[src/rtl/sof_frame_scheduler.sv]
// Host SOF / keep-alive scheduler: arbitrates for the send-packet path before each frame
// boundary, writes the SOF at frame end, and tracks frame numbers and missed frames.
module sof_frame_scheduler #(
    parameter int unsigned               TIMER_W      = 16,
    parameter logic [TIMER_W-1:0]        FRAME_END    = 16'hBB79,
    parameter logic [TIMER_W-1:0]        FS_MARGIN    = 16'h0C80,
    parameter logic [TIMER_W-1:0]        LS_MARGIN    = 16'h6400,
    parameter int unsigned               GUARD_CYCLES = 256,
    parameter int unsigned               FRAME_NUM_W  = 11
) (
    input  logic                   clk,
    input  logic                   rst,
    input  logic                   SOFEnable,
    input  logic                   SOFSyncEn,
    input  logic                   fullSpeedRate,
    input  logic [TIMER_W-1:0]     SOFTimer,
    input  logic                   sendPacketArbiterGnt,
    input  logic                   sendPacketRdy,
    output logic                   sendPacketArbiterReq,
    output logic                   sendPacketWEn,
    output logic                   SOFTimerClr,
    output logic                   SOFSent,
    output logic                   keepAlive,
    output logic [FRAME_NUM_W-1:0] frameNum,
    output logic                   frameOverrun
);

    localparam int unsigned GuardW = (GUARD_CYCLES > 1) ? $clog2(GUARD_CYCLES) : 1;
    localparam logic [GuardW-1:0] GuardLast = GuardW'(GUARD_CYCLES - 1);

    typedef enum logic [2:0] {
        StInit,
        StWaitNear,
        StReq,
        StWaitEnd,
        StTx,
        StGuard1,
        StGuard2
    } state_e;

    state_e                 state_q, state_d;
    logic                   req_q, req_d;
    logic                   wen_q, wen_d;
    logic                   clr_q, clr_d;
    logic                   sent_q, sent_d;
    logic                   keep_alive_q, keep_alive_d;
    logic                   overrun_q, overrun_d;
    logic                   wrote_q, wrote_d;
    logic [FRAME_NUM_W-1:0] frame_num_q, frame_num_d;
    logic [TIMER_W-1:0]     near_time_q, near_time_d;
    logic [GuardW-1:0]      guard_cnt_q, guard_cnt_d;

    logic at_near;
    logic at_end;

    assign at_near = (SOFTimer >= near_time_q);
    assign at_end  = (SOFTimer >= FRAME_END);

    always_ff @(posedge clk) begin
        if (rst) begin
            state_q      <= StInit;
            req_q        <= 1'b0;
            wen_q        <= 1'b0;
            clr_q        <= 1'b0;
            sent_q       <= 1'b0;
            keep_alive_q <= 1'b0;
            overrun_q    <= 1'b0;
            wrote_q      <= 1'b0;
            frame_num_q  <= '0;
            near_time_q  <= '0;
            guard_cnt_q  <= '0;
        end else begin
            state_q      <= state_d;
            req_q        <= req_d;
            wen_q        <= wen_d;
            clr_q        <= clr_d;
            sent_q       <= sent_d;
            keep_alive_q <= keep_alive_d;
            overrun_q    <= overrun_d;
            wrote_q      <= wrote_d;
            frame_num_q  <= frame_num_d;
            near_time_q  <= near_time_d;
            guard_cnt_q  <= guard_cnt_d;
        end
    end

    always_comb begin
        state_d      = state_q;
        req_d        = req_q;
        wen_d        = 1'b0;
        clr_d        = 1'b0;
        sent_d       = 1'b0;
        overrun_d    = 1'b0;
        keep_alive_d = keep_alive_q;
        wrote_d      = wrote_q;
        frame_num_d  = frame_num_q;
        guard_cnt_d  = guard_cnt_q;
        near_time_d  = FRAME_END - (fullSpeedRate ? FS_MARGIN : LS_MARGIN);

        unique case (state_q)
            StInit: begin
                // One idle cycle lets near_time settle after reset.
                state_d = StWaitNear;
            end
            StWaitNear: begin
                if (at_near || (SOFSyncEn && SOFEnable)) begin
                    req_d   = 1'b1;
                    state_d = StReq;
                end
            end
            StReq: begin
                // Grant takes priority over a boundary passing in the same cycle.
                if (sendPacketArbiterGnt && sendPacketRdy) begin
                    state_d = StWaitEnd;
                end else if (at_end) begin
                    overrun_d   = 1'b1;
                    clr_d       = 1'b1;
                    frame_num_d = frame_num_q + 1'b1;
                end
            end
            StWaitEnd: begin
                if (at_end) begin
                    wen_d        = 1'b1;
                    clr_d        = 1'b1;
                    sent_d       = 1'b1;
                    keep_alive_d = ~fullSpeedRate;
                    wrote_d      = 1'b1;
                    state_d      = StTx;
                end else if (!SOFEnable) begin
                    clr_d   = 1'b1;
                    wrote_d = 1'b0;
                    state_d = StTx;
                end
            end
            StTx: begin
                // frameNum must stay stable while WEn is high, so advance it here.
                if (wrote_q) begin
                    frame_num_d = frame_num_q + 1'b1;
                end
                wrote_d = 1'b0;
                if (sendPacketRdy) begin
                    guard_cnt_d = '0;
                    state_d     = StGuard1;
                end
            end
            StGuard1: begin
                if (guard_cnt_q == GuardLast) begin
                    req_d       = 1'b0;
                    guard_cnt_d = '0;
                    state_d     = StGuard2;
                end else begin
                    guard_cnt_d = guard_cnt_q + 1'b1;
                end
            end
            StGuard2: begin
                if (guard_cnt_q == GuardLast) begin
                    guard_cnt_d = '0;
                    state_d     = StWaitNear;
                end else begin
                    guard_cnt_d = guard_cnt_q + 1'b1;
                end
            end
            default: begin
                state_d = StInit;
            end
        endcase
    end

    assign sendPacketArbiterReq = req_q;
    assign sendPacketWEn        = wen_q;
    assign SOFTimerClr          = clr_q;
    assign SOFSent              = sent_q;
    assign keepAlive            = keep_alive_q;
    assign frameNum             = frame_num_q;
    assign frameOverrun         = overrun_q;

endmodule
[config.mk]
export PLATFORM = sky130hd
export DESIGN_NAME = sof_frame_scheduler
export DESIGN_NICKNAME = d
export VERILOG_FILES = /design/src/rtl/sof_frame_scheduler.sv
export SDC_FILE = /design/constraint.sdc
export NUM_CORES = 1
export LEC_CHECK = 0
export CAP_MARGIN = 20
export CELL_PAD_IN_SITES_DETAIL_PLACEMENT = 0
export CELL_PAD_IN_SITES_GLOBAL_PLACEMENT = 2
export CORE_ASPECT_RATIO = 0.5
export CORE_MARGIN = 2
export CORE_UTILIZATION = 29
export DETAILED_ROUTE_END_ITERATION = 6
export PLACE_DENSITY_LB_ADDON = 0.1
export SKIP_CTS_REPAIR_TIMING = 1
export SKIP_LAST_GASP = 1
export SYNTH_ARGS = -nofsm -noshare
export SYNTH_HDL_FRONTEND = slang
export SYNTH_SLANG_ARGS = --single-unit
[constraint.sdc]
create_clock -name clk -period 2.23 [get_ports clk]
set_clock_uncertainty 0.05 [all_clocks]
set_input_delay 0.223 -clock clk [delete_from_list [all_inputs] [get_ports clk]]
set_output_delay 0.223 -clock clk [all_outputs]
set_load 0.02 [all_outputs]
# Yosys cells after proc, flatten, opt, wreduce, memory -nomap -nowiden
# Index checks and enable logic that the tools add are counted.
[op_classes] eq_ne=16 n_addsub=3 magnitude_cmp=2 bitwise_logic=3 mux=27 n_reduce_logical=17
[op_table] op="11-bit two-way mux" count=3
[op_table] op="11-bit one-hot mux with 2 select lines" count=1
[op_table] op="3-bit two-way mux" count=7
[op_table] op="3-bit one-hot mux with 7 select lines" count=1
[op_table] op="16-bit greater-or-equal comparator" count=1
[op_table] op="16-bit greater-or-equal comparator (second input constant)" count=1
[op_table] op="8-bit two-way mux" count=2
[op_table] op="2-bit inequality test (second input constant)" count=8
[op_table] op="8-bit one-hot mux with 2 select lines" count=1
[op_table] op="16-bit by 15-bit subtractor with 16-bit output (first input constant)" count=1
[op_table] op="15-bit two-way mux" count=1
[op_table] op="11-bit by 1-bit adder with 11-bit output (second input constant)" count=1
[op_table] op="3-bit == test (second input constant)" count=3
[op_table] op="8-bit by 1-bit adder with 8-bit output (second input constant)" count=1
[op_table] op="8-bit == test (second input constant)" count=1
[op_table] op="1-bit two-way mux" count=8
[op_table] op="2-bit nonzero test" count=4
[op_table] op="3-bit by 2-bit == test with 1-bit output (second input constant)" count=2
[op_table] op="1-bit one-hot mux with 2 select lines" count=3
[op_table] op="2-bit AND reduction" count=3
[op_table] op="6-bit AND reduction" count=1
[op_table] op="2-bit OR reduction" count=3
[op_table] op="4-bit AND reduction" count=1
[op_table] op="3-bit by 1-bit == test with 1-bit output (second input constant)" count=1
[op_table] op="6 further kinds" count=9
[word_totals] output_inout_bits=17 reg_bits=44 word_cells=78

# Depth between registers and ports, before layout
# Gate-level depths: netlist of the first run.
[logic_depth] ltp_word=4 ltp_mapped=7

# Worst setup path before layout of the first run
# Ideal clock, no wire load.
[synth_timing] path_kind="register to register" startpoint="register near_time_q[13]" endpoint="register state_q[1]" arrival_ns=1.557 path_buffers=0 setup_time_ns=0.122 period_less_slack_ns=1.728 setup_slack_ns=0.502 stages_incl_launch_ff=8 cell_sequence="dfxtp_1 > inv_1 > ha_1 > a221oi_1 > o211ai_1 > a21oi_1 > nand2_1 > a221o_1"
[synth_via] elab_chain_cells=4
[synth_lines] item="start: declaration" line="50" rtl="logic [TIMER_W-1:0] near_time_q, near_time_d;"
[synth_lines] item="start signal: assignment" line="82" rtl="near_time_q <= near_time_d;"
[synth_lines] item="16-bit greater-or-equal comparator" line="56" rtl="assign at_near = (SOFTimer >= near_time_q);"
[synth_lines] item="1-bit logical OR" line="106" rtl="if (at_near || (SOFSyncEn && SOFEnable)) begin"
[synth_lines] item="2-bit inequality test (no source line)"
[synth_lines] item="6-bit AND reduction (no source line)"
[synth_lines] item="end signal: assignment" line="61" rtl="state_q <= StInit;"
[synth_lines] item="end signal: assignment" line="73" rtl="state_q <= state_d;"
[synth_lines] item="end: declaration" line="41" rtl="state_e state_q, state_d;"
# No other way between the ends.
# A chain may end at the register's enable or synchronous reset.

# Worst setup path after layout of the first run
[layout_timing] startpoint="input SOFTimer[14]" endpoint="register frame_num_q[5] (netlist: frameNum[5])"
[layout_via] elab_chain_cells=3
[layout_lines] item="start: declaration" line="16" rtl="input logic [TIMER_W-1:0] SOFTimer,"
[layout_lines] item="16-bit greater-or-equal comparator" line="57" rtl="assign at_end = (SOFTimer >= FRAME_END);"
[layout_lines] item="2-bit inequality test (no source line)"
[layout_lines] item="4-bit AND reduction (no source line)"
[layout_lines] item="end signal: assignment" line="81" rtl="frame_num_q <= frame_num_d;"
[layout_lines] item="end: declaration" line="49" rtl="logic [FRAME_NUM_W-1:0] frame_num_q, frame_num_d;"
# No other way between the ends.

==> results_dict.tcl, run 1 <==
set metrics [dict create \
    syn2layout_area_growth_pct 37.6 \
    internal-power_w 0.00130 \
    clock_sinks 31 \
    viasPerCell 5.02 \
    power_frac_seq_pct 34.8 \
    peakVddDrop_v 0.000258 \
    post-place-ws_ns -0.0182 \
    post-route-min-period_ns 1.95 \
    max_slew_margin_pct 66.1 \
    synth-simple-area-share_pct 26.1 \
    clockBufferDepth 2 \
    min_to "sendPacketArbiterReq$_SDFFE_PP0P_" \
    holdPathStages 2 \
    p_total_w 0.00188 \
    drtIter0Drc 64 \
    rr_startpoint "near_time_q[10]$_SDFF_PP0_" \
    fmaxAchievable_mhz 514 \
    ys_seq_area_share_pct 33.3 \
    period_share_pct 87.2 \
    synth_common_cells "31 x dfxtp_1, 22 x nor2_1, 18 x nand2_1" \
    wl_per_cell_um 13.5 \
    drc 0 \
    synth_mux_area_share_pct 1.81 \
    power_frac_clock_pct 38.1 \
    layout-drive-gt1-share_pct 10.9 \
    setup_viol 0 \
    r2r-end "state_q[1]$_SDFFE_PP0P_" \
    power.density_nw_per_um2 733 \
    regToRegSetupSlack_ns 0.33 \
    synth_fp_nets 265 \
    crit_fanout 19 \
    grt_antenna_before_repair 0 \
    grt_pass1_vias 1742 \
    ys_top_cells_by_area "dfxtp_1 33%, ha_1 11%, nor2_1 4.4%" \
    worstSetupPathType "in -> reg" \
    synthAdderAreaFrac_pct 10.7 \
    synth_edf_count 0 \
    crit_arrival_ns 2.10 \
    hpwl_mm 3.60 \
    switching_share_pct 30.6 \
    yosys.cell_types.count 48 \
    grt_usage_pct 14.9 \
    synthArstFlopShare_pct 0 \
    r2r_cells 7 \
    drt.antenna.violating_nets 0 \
    synth_xor_area_share_pct 3.76 \
    power.leakage_nw 0.937 \
    nets 312 \
    grt_first_pass_wirelength_mm 8.36 \
    clockRootBuffer "clkbuf_16" \
    rows 20 \
    synth_warnings 0 \
    start_util_pct 30.4 \
    maxCapViolCount 0 \
    cts_buffers 5 \
    cts_tree "yes" \
    worstHoldPathType "reg -> reg" \
    ys.flop_type "dfxtp_1" \
    fp.dieH_um 60.7 \
    post-place-cells 354 \
    yosysTopAreaCell "dfxtp_1" \
    synth_top_family_by_area "simple AND/OR/NAND/NOR gates" \
    hold_ws_ns 0.400 \
    path_clk_slew_ns 0.05 \
    htree_levels 2 \
    first_pass_iters 4 \
    gp_congestion 0.780 \
    io_pins 40 \
    portBuffers 39 \
    ys_seq_elements 31 \
    finalInstanceArea_um2 2560 \
    synth.most_common_cell "dfxtp_1" \
    hp-start "sendPacketArbiterReq$_SDFFE_PP0P_" \
    grt_max_degree 20 \
    postRouteWirelength_mm 4.90 \
    synth_compound_area_share_pct 19.5 \
    instances_no_fill 362 \
    status "finished, final reports clean" \
    num_vias 1818 \
    insertion_delay_ns 0.27 \
    rsz0062_at_grt "no" \
    synth_top_area_share_pct 33.3 \
    gr-total-overflow 0 \
    cp-start-kind "input pin" \
    place_area_um2 2410 \
    layout_setup_ws_ns 0.285 \
    die_x_um 117 \
    coreArea_um2 6130 \
    syn_area_per_cell_um2 8.25 \
    comb_power_share_pct 27.0 \
    end_kind "flop" \
    worstMarginPinSlew_ns 0.505 \
    p_switching_w 0.000574 \
    syn_inst 226 \
    cp.required_ns 2.39 \
    slew_violations 0 \
    insertedDiodeCount 0 \
    netlist_area_um2 1860 \
    hold_viol 0 \
    dieArea_um2 7120 \
]
cells by family (layout without fill, tap and decap cells):
| family | count (synthesis) | count (layout) |
|---|---|---|
| AND/OR/NAND/NOR | 96 | 96 |
| XOR/XNOR | 8 | 8 |
| flip-flops | 31 | 31 |
| AO/OA/AOI/OAI | 53 | 53 |
| multiplexers | 3 | 3 |
| adder cells (fa/ha/maj) | 16 | 16 |
| buffers and inverters | 19 | 67 |
power groups by stage:
stage,clock network (W),registers [W],logic [W]
floorplan,0,0.000651,0.000314
global placement,0,0.000666,0.000507
detailed placement,0,0.000666,0.000507
CTS,0.000734,0.000655,0.000510
global route,0.000757,0.000667,0.000565
finish,0.000717,0.000655,0.000507
final cells by class:
type | instances | area (um^2)
flip-flops and latches | 31 | 621
repair buffers | 51 | 493
multi-input cells | 176 | 1150
well taps | 88 | 110
clock buffers | 8 | 156
inverters | 8 | 30.0
fillers | 652 | 3570
metal layers:
metal,routed length [um],vias up,GRT usage [%],part of all wire (%)
li1,-,929,-,-
met1,2560,839,19.9,52
met2,1990,42,23.1,41
met3,284,8,4.70,5.8
met4,60,0,5.16,1.2
met5,0,-,0,0
per-stage QoR:
step / utilization, % / setup TNS, ns
finish: 41.8 / 0
CTS: 41.8 / 0
global placement: 39.3 / 0
floorplan: - / 0
detailed placement: 39.3 / -0.0318
global route: 41.8 / 0
state kept, by name, summed over array words and instances, names as in the netlist:
| name | cells |
|---|---|
| frameOverrun | 1 |
| frameNum | 11 |
| SOFSent | 1 |
| sendPacketArbiterReq | 1 |
| SOFTimerClr | 1 |
| wrote_q | 1 |
| guard_cnt_q | 8 |
| near_time_q | 3 |
| keepAlive | 1 |
| state_q | 3 |
critical path, cell delays in order:
cell             delay [ns]
clkdlybuf4s50_1        0.54
a31o_2                 0.13
nand3_1                0.14
o21a_1                 0.27
buf_12                 0.16
or4_1                  0.49
a21oi_1                0.14
worst max-delay path by stage:
| stage | startpoint | end | slack [ns] | cells past startpoint |
|---|---|---|---|---|
| CTS | SOFTimer[0] | state_q[1]$_SDFFE_PP0P_ | 0.26 | 8 |
| detailed placement | SOFTimer[14] | frameNum[5]$_SDFFE_PP0P_ | -0.02 | 7 |
| finish | SOFTimer[14] | frameNum[5]$_SDFFE_PP0P_ | 0.28 | 7 |
| global route | SOFTimer[0] | state_q[1]$_SDFFE_PP0P_ | 0.14 | 8 |
| global placement | SOFTimer[14] | frameNum[10]$_SDFFE_PP0P_ | 0.009 | 7 |
| floorplan | near_time_q[13]$_SDFF_PP0_ | state_q[1]$_SDFFE_PP0P_ | 0.50 | 7 |
cells in the final DEF (no fill, tap or decap), types with 3 or more instances in the layout:
cell type	n
mux2_2	3
nor3_1	9
o41ai_1	5
o311ai_0	5
xor2_1	3
ha_1	16
nor2b_1	6
xnor2_1	5
or2_2	6
o21ai_0	6
clkdlybuf4s50_1	39
nand2_1	18
nand4_1	5
buf_4	11
dfxtp_1	31
and3_1	3
a21oi_1	15
nor4_1	3
clkbuf_16	5
inv_1	7
nand3_1	12
nor2_1	22
(Power assumes the default switching activity.)
==> run 2, diff against run 1 <==
- CTS_CLUSTER_DIAMETER: not set -> 60
- HOLD_SLACK_MARGIN: not set -> 0.05
- TNS_END_PERCENT: not set -> 100
==> results of run 2 <==
The final DEF is identical to that of run 1; final timing and power are the same.
